$ cat config.mk
export PLATFORM = sky130hd
export DESIGN_NAME = s_word_packer_flat
export DESIGN_NICKNAME = d
export VERILOG_FILES = /design/src/rtl/s_word_packer_if.sv /design/src/rtl/s_word_packer.sv /design/src/flat_wrapper.sv
export SDC_FILE = /design/constraint.sdc
export NUM_CORES = 1
export LEC_CHECK = 0
export CAP_MARGIN = 20
export CORE_MARGIN = 2
export CORE_UTILIZATION = 55
export DETAILED_ROUTE_END_ITERATION = 8
export PLACE_DENSITY = 0.88
export SKIP_LAST_GASP = 1
export SYNTH_ARGS = -nofsm -noshare
export SYNTH_HDL_FRONTEND = slang
export SYNTH_SLANG_ARGS = --single-unit
$ cat constraint.sdc
create_clock -name clk -period 5.53 [get_ports clk]
set_clock_uncertainty 0.05 [all_clocks]
set_input_delay 1.3825 -clock clk [delete_from_list [all_inputs] [get_ports clk]]
set_output_delay 1.3825 -clock clk [all_outputs]
set_load 0.1 [all_outputs]
$ cat src/rtl/s_word_packer_if.sv
// Word stream handshake between the packer FIFO and its consumer.
interface s_word_packer_if;
    logic [11:0] word;
    logic        wvalid;
    logic        wready;

    modport master (output word, output wvalid, input wready);
    modport slave  (input word, input wvalid, output wready);
endinterface

$ cat src/rtl/s_word_packer.sv
// Packs four enabled 3-bit S samples into a 12-bit word, buffers words in a
// small FIFO with a valid/ready output, and counts S[2] events (saturating).
module s_word_packer #(
    parameter int DEPTH = 2,
    parameter int CNT_W = 8
) (
    input  logic             clk,
    input  logic             rst_n,
    input  logic             en,
    input  logic [2:0]       s,
    input  logic             clr,
    s_word_packer_if.master  wif,
    output logic             ovf,
    output logic [CNT_W-1:0] s2_cnt
);
    localparam int AW = $clog2(DEPTH);
    localparam logic [AW:0] DEPTH_C = DEPTH[AW:0];

    logic [1:0]    slot_q;
    logic [11:0]   pack_q;
    logic [11:0]   mem [DEPTH];
    logic [AW-1:0] wr_ptr_q, rd_ptr_q;
    logic [AW:0]   count_q;
    logic [11:0]   word_q;
    logic          wvalid_q;

    logic          push_word, pop, full, do_push;
    logic [11:0]   new_word;
    logic [AW-1:0] rd_next;
    logic [AW:0]   count_next;
    logic [11:0]   head_next;

    always_comb begin
        push_word  = en && !clr && (slot_q == 2'd3);
        new_word   = {s, pack_q[8:0]};
        pop        = wvalid_q && wif.wready;
        full       = (count_q == DEPTH_C);
        do_push    = push_word && (!full || pop);
        rd_next    = pop ? rd_ptr_q + 1'b1 : rd_ptr_q;
        count_next = count_q;
        if (do_push && !pop)
            count_next = count_q + 1'b1;
        else if (!do_push && pop)
            count_next = count_q - 1'b1;
        // The head of the next cycle may be the very entry written on this edge.
        head_next = 12'h000;
        if (count_next != '0) begin
            if (do_push && (rd_next == wr_ptr_q))
                head_next = new_word;
            else
                head_next = mem[rd_next];
        end
    end

    always_ff @(posedge clk) begin
        if (do_push)
            mem[wr_ptr_q] <= new_word;
    end

    always_ff @(posedge clk or negedge rst_n) begin
        if (!rst_n) begin
            slot_q   <= 2'd0;
            pack_q   <= 12'h000;
            wr_ptr_q <= '0;
            rd_ptr_q <= '0;
            count_q  <= '0;
            word_q   <= 12'h000;
            wvalid_q <= 1'b0;
            ovf      <= 1'b0;
            s2_cnt   <= '0;
        end else begin
            if (clr) begin
                slot_q <= 2'd0;
                pack_q <= 12'h000;
            end else if (en) begin
                slot_q <= slot_q + 2'd1;
                for (int i = 0; i < 4; i++) begin
                    if (slot_q == i[1:0])
                        pack_q[3*i +: 3] <= s;
                end
            end

            if (clr)
                s2_cnt <= '0;
            else if (en && s[2] && !(&s2_cnt))
                s2_cnt <= s2_cnt + 1'b1;

            if (clr)
                ovf <= 1'b0;
            else if (push_word && !do_push)
                ovf <= 1'b1;

            if (do_push)
                wr_ptr_q <= wr_ptr_q + 1'b1;
            rd_ptr_q <= rd_next;
            count_q  <= count_next;
            word_q   <= head_next;
            wvalid_q <= (count_next != '0);
        end
    end

    assign wif.word   = word_q;
    assign wif.wvalid = wvalid_q;
endmodule
$ cat src/flat_wrapper.sv
// flat-port wrapper written by rule: the top's interface ports become plain ports
module s_word_packer_flat 
#(
    parameter int DEPTH = 2,
    parameter int CNT_W = 8
)
  (clk, rst_n, en, s, clr, ovf, s2_cnt, wif_word, wif_wvalid, wif_wready);
  s_word_packer_if wif_i ();
  input  logic clk;
  input  logic rst_n;
  input  logic en;
  input  logic [2:0] s;
  input  logic clr;
  output logic ovf;
  output logic [CNT_W-1:0] s2_cnt;
  output wire logic [$bits(wif_i.word)-1:0] wif_word;
  output wire logic [$bits(wif_i.wvalid)-1:0] wif_wvalid;
  input wire logic [$bits(wif_i.wready)-1:0] wif_wready;
  assign wif_word = wif_i.word;
  assign wif_wvalid = wif_i.wvalid;
  assign wif_i.wready = wif_wready;
  s_word_packer #(.DEPTH(DEPTH), .CNT_W(CNT_W)) u_core (.clk(clk), .rst_n(rst_n), .en(en), .s(s), .clr(clr), .wif(wif_i), .ovf(ovf), .s2_cnt(s2_cnt));
endmodule
==> results of run 1 <==
## worst paths after layout
kind	slack, ns	cells past startpoint	startpoint	to
max	1.74	5	en	u_core.wif.word[1]$_DFF_PN0_
min	0.46	1	u_core.s2_cnt[6]$_DFFE_PN0P_	u_core.s2_cnt[6]$_DFFE_PN0P_
max reg2reg	3.07	5	u_core.count_q[0]$_DFF_PN0_	u_core.wif.word[1]$_DFF_PN0_
min reg2reg	0.46	1	u_core.s2_cnt[6]$_DFFE_PN0P_	u_core.s2_cnt[6]$_DFFE_PN0P_
max in group asynchronous	3.82	1	rst_n	u_core.wif.word[10]$_DFF_PN0_
min in group asynchronous	1.08	1	rst_n	u_core.pack_q[7]$_DFFE_PN0P_
## final cells by class
cell class                      instances  area (sq um)
Multi-Input combinational cell        148          1080
Fill cell                             367          1760
Tap cell                               70          87.6
Sequential cell                        61          1650
Clock inverter                          5          26.3
Timing Repair Buffer                   29           285
Inverter                                5          18.8
Clock buffer                           11           141
## worst reg2reg max path, stage by stage, from the launching register on
cell,delay (ns)
sky130_fd_sc_hd__dfrtp_1,0.43
sky130_fd_sc_hd__inv_1,0.14
sky130_fd_sc_hd__ha_1,0.26
sky130_fd_sc_hd__and4bb_4,0.29
sky130_fd_sc_hd__a2111oi_4,0.95
sky130_fd_sc_hd__nor4_1,0.18
## per-stage QoR
| step | hold slack, ns | std cells | total power [mW] |
|---|---|---|---|
| after floorplan | 0.415 | 230 | 1.20 |
| after global placement | 0.443 | 313 | 1.31 |
| after detailed placement | 0.446 | 313 | 1.33 |
| after CTS | 0.461 | 329 | 1.67 |
| after global routing | 0.495 | 329 | 1.74 |
| final | 0.465 | 329 | 1.66 |
## kinds of logic (layout without fill, tap and decap cells)
group / count (synthesis) / in the layout / share of synthesized area, %
and+or+nand+nor: 89 / 89 / 18.9
xor gates and xnor gates: 7 / 7 / 3.17
buffers and inverters: 21 / 50 / 4.01
DFF: 61 / 61 / 58.0
adders and majority gates: 6 / 6 / 2.64
AOI/OAI and AO/OA: 43 / 43 / 12.2
muxes: 3 / 3 / 1.06
## registers in the layout, summed over array words and instances (netlist names)
register and flops:
u_core.mem 24, u_core.wif.word 12, u_core.pack_q 9, u_core.s2_cnt 8, u_core.count_q 2, u_core.slot_q 2, u_core.ovf 1, u_core.rd_ptr_q 1
u_core.wif.wvalid 1, u_core.wr_ptr_q 1
## where the power goes
group	switching (mW)	leakage, nW	internal [mW]
logic	0.541	0.490	0.213
clock network	0.162	0.0865	0.171
registers	0.0411	0.715	0.532
## placed cells by master (no fill, tap or decap), types with 2 or more instances in the layout
cell and n:
sky130_fd_sc_hd__dfrtp_1 37, sky130_fd_sc_hd__clkdlybuf4s50_1 28, sky130_fd_sc_hd__edfxtp_1 24, sky130_fd_sc_hd__nand2_1 16
sky130_fd_sc_hd__a21oi_1 14, sky130_fd_sc_hd__and3_1 14, sky130_fd_sc_hd__nand3_1 13, sky130_fd_sc_hd__nor3_1 12
sky130_fd_sc_hd__a221oi_1 10, sky130_fd_sc_hd__clkbuf_8 10, sky130_fd_sc_hd__nor2_1 9, sky130_fd_sc_hd__nor4_2 8
sky130_fd_sc_hd__ha_1 6, sky130_fd_sc_hd__inv_1 5, sky130_fd_sc_hd__xnor2_1 4, sky130_fd_sc_hd__nor4_1 3
sky130_fd_sc_hd__mux2i_1 3, sky130_fd_sc_hd__clkinv_2 3, sky130_fd_sc_hd__nand3b_1 2, sky130_fd_sc_hd__o31ai_1 2
sky130_fd_sc_hd__nand4_1 2
## layer usage
metal  up-vias  track usage (%)  routed length, um
li1        920                -                  -
met1       940             29.2               2330
met2        83             33.1               2570
met3        13             7.41                379
met4         0             12.5                137
met5         -                0                  0
==> results.md, run 1 <==
Die:
- In this run the horizontal extent of the chip is about 76 um.
- The floorplan row count is 26.
- The overall die area is 5750 sq um.
- Once the floorplan was initialized, standard cells occupied between 50 and 60% of the core.
- The standard cell core area is 5040 sq um.
- The die outline height is roughly 76 um.
- Pin placement for this block handled 30 I/O pins.

Timing:
- The worst relative slew slack is roughly 31%.
- In the finished design, the share of the clock period the worst path needs comes to around 68%.
- The number of failing hold endpoints at the final stage was 0.
- The transition time at the pin with the least slew margin is approximately 1 ns.
- The count of final max-slew check failures is 0.
- Setup repair after global routing left no endpoint under its margin.
- For this run, the top clock speed supported by timing is 0.264 GHz.
- Setup violations remaining at the end of the flow were counted as 0.
- In the final timing run, aggregate negative setup slack is 0 ns.
- The clock period minus worst slack is 3.79 ns.
- The final worst slack is 1.74 ns.

Worst setup path:
- The worst setup path is captured at a register.
- Data on the critical path is required at its endpoint by 5.64 ns.
- The critical-path maximum fanout is 22.
- The type of origin of the critical path is a primary input.
- On the worst path, the slowest cell contributes a delay of between 0.9 and 1 ns.
- For the worst setup path, the data arrival time is approximately 3.9 ns.
- The worst setup path is of the primary input to register kind.
- For this design, the slowest cell found on the critical path is sky130_fd_sc_hd__clkdlybuf4s50_1.
- Walking the worst path, the cells encountered are clkdlybuf4s50_1 > and3b_1 > nor2_2 > a2111oi_4 > nor4_1.
- The kind of cell with the highest combined delay along the critical path is buffers and inverters.
- The critical path buffer and inverter count is 1.

Synth:
- The prevailing post-synth register cell is sky130_fd_sc_hd__dfrtp_1.
- The gate count of the mapped netlist is 230.
- The post-synthesis cell area is around 2800 sq um.
- The most frequently used cell type in the post-synthesis netlist is sky130_fd_sc_hd__dfrtp_1.
- For this run, the number of Yosys warnings is 0.
- The average cell area after synthesis is roughly 12 sq um.
- By count the netlist is led by sky130_fd_sc_hd__dfrtp_1, sky130_fd_sc_hd__edfxtp_1, sky130_fd_sc_hd__nand2_1, sky130_fd_sc_hd__a21oi_1, sky130_fd_sc_hd__and3_1.
- sky130_fd_sc_hd__dfrtp_1 takes more of the synthesized area than any other cell.
- The post-synthesis net count is 244.
- The async set-reset flop share out of synthesis is about three fifths.
- The post-synthesis cell type count is between 50 and 60.
- The top cell type by area accounts for about a third of the synthesized area.
- After synthesis the netlist holds a flip-flop and latch count of a little over 60.
- For this run, the register share of the synthesized area comes to 58.0%.
- By area the synthesized netlist is led by sky130_fd_sc_hd__dfrtp_1, sky130_fd_sc_hd__edfxtp_1, sky130_fd_sc_hd__nor4_2, sky130_fd_sc_hd__a221oi_1, sky130_fd_sc_hd__and3_1.
- Yosys mapped a number of flops with a built-in enable equal to 24.

Drt:
- The wire length after detailed routing is roughly 5400 um.
- Before antenna repair, the detailed router went through 5 iterations.
- The DRC violations left is 0.
- The wire length per cell is roughly 16 um.
- The remaining number of nets flagged by the antenna check after routing is 0.
- After detailed routing, the number of vias per cell comes to just under 6.
- Summing over every cut layer, the via total after detailed routing is slightly below 2000.
- For this block, the initial DRC count from the detailed router was about 220.

Job:
- The count of maximum capacitance violations is 0.

Place:
- The placed instances occupy a cell area of 3120 sq um.
- At the placement stage, the worst setup path has a slack of ~1.4 ns.
- Summed over all nets, the half-perimeter wirelength after detailed placement is around 3600 um.
- The number of I/O port buffers is 29.
- The final RePlAce weighted congestion is about 0.8.

Cells and area:
- The end-of-flow core utilization is 65.2%.
- The area growth from synthesis to final layout is 15.7%.
- The post-route cell area is about 3300 sq um.
- Of the cells placed in the final design, the portion with a size suffix greater than 1 is 12.7%.
- After the last flow step, the layout net total stands at roughly 270.
- 0 antenna diodes ended up in the layout.

GRT:
- Entering global routing, the biggest net connects 38 pins.
- The first global-routing pass estimated 9290 um of wire.
- The via count of the first global-routing pass is about 1900.
- The remaining global-route overflow is 0.
- The global router's overall resource usage is 22.4%.
- The initial antenna violation count is 0.

Clock tree:
- The clock transition time at the flip-flop clock pins of the worst setup and hold paths is ~0.060 ns.
- After clock tree synthesis, the flow added hold-fix buffers numbering 0.
- The post-cts resize count is 0.
- The clock latency reported for the late side of the worst-skew pair is 0.33 ns.
- TritonCTS built the clock tree.
- The tree built by TritonCTS fans out to 61 sinks.
- The root buffer cell is sky130_fd_sc_hd__clkbuf_8.
- The CTS buffer count is 9.
- The H-tree depth is 3.
- The longest clock path from root to sink contains 2 buffers.
- In this run the post-CTS setup repair buffer count came out at 0.

Power:
- Dividing total power by cell area gives a power density of 505 nW/um^2.
- The standby leakage power is around 1.3 nW.
- VDD sags by at most between 300 and 400 uV.

Outcome:
- The run finished with clean final reports.

Hold path:
- The worst min-delay path category is register to register.
Power figures use the tool's default switching activity.
==> run 2: changes to the inputs <==
Clock period 5.53 ns to 3.76 ns, I/O delays scaled along.
==> results.md, run 2 (synthesized netlist as in run 1, its figures left out) <==
Cells and area:
- The area of the multi-input gates is 1080 sq um (unchanged).
- The register area was 1650 sq um (unchanged).
- The number of inserted diodes was 0 (unchanged).
- The most common library cell in the layout ignoring fill and taps is sky130_fd_sc_hd__dfrtp_1.
- The filler cell count in the final layout came to 375 (+2.2%).
- Leaving out fill and tap cells, the most frequent cells in the layout are sky130_fd_sc_hd__dfrtp_1, sky130_fd_sc_hd__edfxtp_1, sky130_fd_sc_hd__clkdlybuf4s50_1, sky130_fd_sc_hd__nand2_1.
- The fraction of layout instances using a drive strength above 1 is 16.3% (+3.5 points).
- The final-stage net count is 273 (+1.9%).
- The area growth from synthesis to layout is 18.7%.
- The number of flip-flops under the largest register name is 24 (unchanged).
- Ranked by flip-flop count, first place goes to u_core.mem.

Die:
- The x dimension of the die is 75.9 um (unchanged).
- The floorplan row count was 26 (unchanged).
- The die outline height is 75.9 um (unchanged).
- The overall die area is 5750 sq um (unchanged).
- The count of pins on the block boundary is 30 (unchanged).
- The standard cell core area is 5040 sq um (unchanged).
- The initial cell density of the core is 56.3% (unchanged).

Drt:
- The wire length per cell is 16.7 um (+1.2%).
- The wire length after detailed routing is 5570 um (+2.7%).
- The violation count after the first detailed-route iteration was 178 (-18%).
- The top routing layer in use is met4.
- The detailed-routing iteration count for the pre-antenna-repair pass was 4 (-1).
- The wire length on met3 came to 323 um (-15%).
- The remaining number of nets flagged by the antenna check after routing is 0 (unchanged).
- The per-cell via count in the routed design came to 5.99 (+0.82%).
- The DRC violations left is 0 (unchanged).
- The met2 routed wirelength is 2720 um (+5.7%).
- The number of vias after detailed routing is 2002 (+2.4%).
- The detailed-route wire length on metal 1 came to 2400 um (+3.0%).

Place:
- The placed wire-length estimate is 3680 um (+1.3%).
- The number of I/O port buffers is 29 (unchanged).
- The post-placement setup slack is 0.706 ns (-0.729 ns).
- The final RePlAce weighted congestion is 0.773 (-4.1%).

Clock tree:
- The TritonCTS clock tree is yes.
- The CTS buffer count is 9 (unchanged).
- The clock transition time at the flip-flop clock pins of the worst setup and hold paths was 0.07 ns (about the same).
- The cts-stage hold buffer count is 0 (unchanged).
- The clock latency reported for the late side of the worst-skew pair was 0.33 ns (about the same).
- The H-tree depth came to 3 (unchanged).
- The maximum clock path buffer count is 2 (unchanged).
- The number of setup buffers added after CTS is 0 (unchanged).
- The number of sinks handled by clock tree synthesis was 61 (unchanged).
- The post-cts resize count is 0 (unchanged).
- In this run the clock root is driven by a sky130_fd_sc_hd__clkbuf_8.

Worst setup path:
- The critical path data required time is 2.77 ns (-2.87 ns).
- The critical path buffer and inverter count came to 1 (unchanged).
- Among all stages on the critical path, the largest delay is contributed by sky130_fd_sc_hd__clkdlybuf4s50_1.
- STA classifies the critical path endpoint as an output pin.
- The critical-path maximum fanout is 4 (-82%).
- The type of origin of the critical path is a register.
- The delay of the slowest cell on the worst path was 1.15 ns (+0.20 ns).
- The critical path goes through clkdlybuf4s50_1.
- The cell family contributing the most delay on the critical path is buffers and inverters.
- The critical path is of the register to output pin type.
- The data arrival time of the critical path is 1.88 ns (-2.01 ns).

Timing:
- The final worst slack is 0.893 ns (-0.851 ns).
- The fmax is about 0.35 GHz.
- The worst hold margin was 0.464 ns (-0.00128 ns).
- The worst relative slew slack came to 34.8% (+3.5 points).
- The transition time at the pin with the least slew margin is 0.975 ns (-0.0551 ns).
- The final critical path takes up roughly three quarters of the cycle.
- Setup repair after global routing left no endpoint under its margin.
- The smallest clock period supported by the final layout is computed as between 2 and 3 ns.
- The total negative slack is 0 ns (unchanged).
- The number of failing hold endpoints at the final stage came to 0 (unchanged).
- The final setup violation count is 0 (unchanged).
- The count of final max-slew check failures came to 0 (unchanged).

Hold path:
- The worst hold path belongs to the class register to register.

GRT:
- The via count of the first global-routing pass is 1909 (+1.1%).
- The remaining global-route overflow was 0 (unchanged).
- The initial antenna violation count was 0 (unchanged).
- The wire length of the first global-routing pass is 9040 um (-2.7%).
- The global router's overall resource usage was 21.8% (-0.60 points).
- The maximum number of pins on one net before global-route repair was 38 (unchanged).

Power:
- The maximum vdd drop is 439 uV (+44%).
- The power per cell area was 783 nW/um^2 (+55%).
- The standby leakage power is 1.36 nW (+5.1%).
- The total power is 2.64 mW (+59%).

Job:
- The count of maximum capacitance violations is 0 (unchanged).

Outcome:
- The flow ran to the end, and the final reports show no timing, DRC or antenna violations.
==> run 2: cell types whose count changed in the layout (fill, tap and decap cells not counted), sizes merged <==
cell / change
buf: +11
clkdlybuf4s50: -6
bufinv: +3
clkinv: -2
clkinvlp: -1
==> run 2: power by group <==
part	total (mW)	internal, mW	switching (mW)	leakage [nW]
clock	0.682	0.438	0.244	0.115
sequential	0.843	0.782	0.0603	0.715
combinational	1.12	0.320	0.796	0.528
==> run 2: final timing paths <==
| path | startpoint | endpoint | slack (ns) | cells after the start |
|---|---|---|---|---|
| hold reg to reg | u_core.pack_q[6]$_DFFE_PN0P_ | u_core.mem[1][6]$_DFFE_PP_ | 0.46 | 0 |
| min in group asynchronous | rst_n | u_core.pack_q[5]$_DFFE_PN0P_ | 0.65 | 1 |
| setup reg to reg | u_core.count_q[0]$_DFF_PN0_ | u_core.wif.word[0]$_DFF_PN0_ | 1.63 | 6 |
| hold / removal | u_core.pack_q[6]$_DFFE_PN0P_ | u_core.mem[1][6]$_DFFE_PP_ | 0.46 | 0 |
| max in group asynchronous | rst_n | u_core.wif.word[8]$_DFF_PN0_ | 2.48 | 1 |
| setup / recovery | u_core.s2_cnt[6]$_DFFE_PN0P_ | s2_cnt[6] | 0.89 | 1 |
==> run 2: layer usage <==
layer | up-vias | track usage, %
li1 | 932 | -
met1 | 988 | 28.7
met2 | 69 | 33.8
met3 | 13 | 6.75
met4 | 0 | 8.97
met5 | - | 0
==> run 2: final cells by class <==
| type | count | area share, % |
|---|---|---|
| flip-flops and latches | 61 | 48.8 |
| multi-input cells | 148 | 32.0 |
| repair buffers | 34 | 9.13 |
| clock buffers | 11 | 3.90 |
| clock inverters | 5 | 2.93 |
| well taps | 70 | 2.60 |
| inverters | 5 | 0.557 |
==> run 2: through the flow <==
stage          instance area (sq um)  utilization [%]  instances
2_1_floorplan                   2840                -        230
3_3_place_gp                    3140             62.3        318
3_5_place_dp                    3140             62.3        318
4_1_cts                         3370             66.8        334
5_1_grt                         3370             66.8        334
6_report                        3370             66.8        334
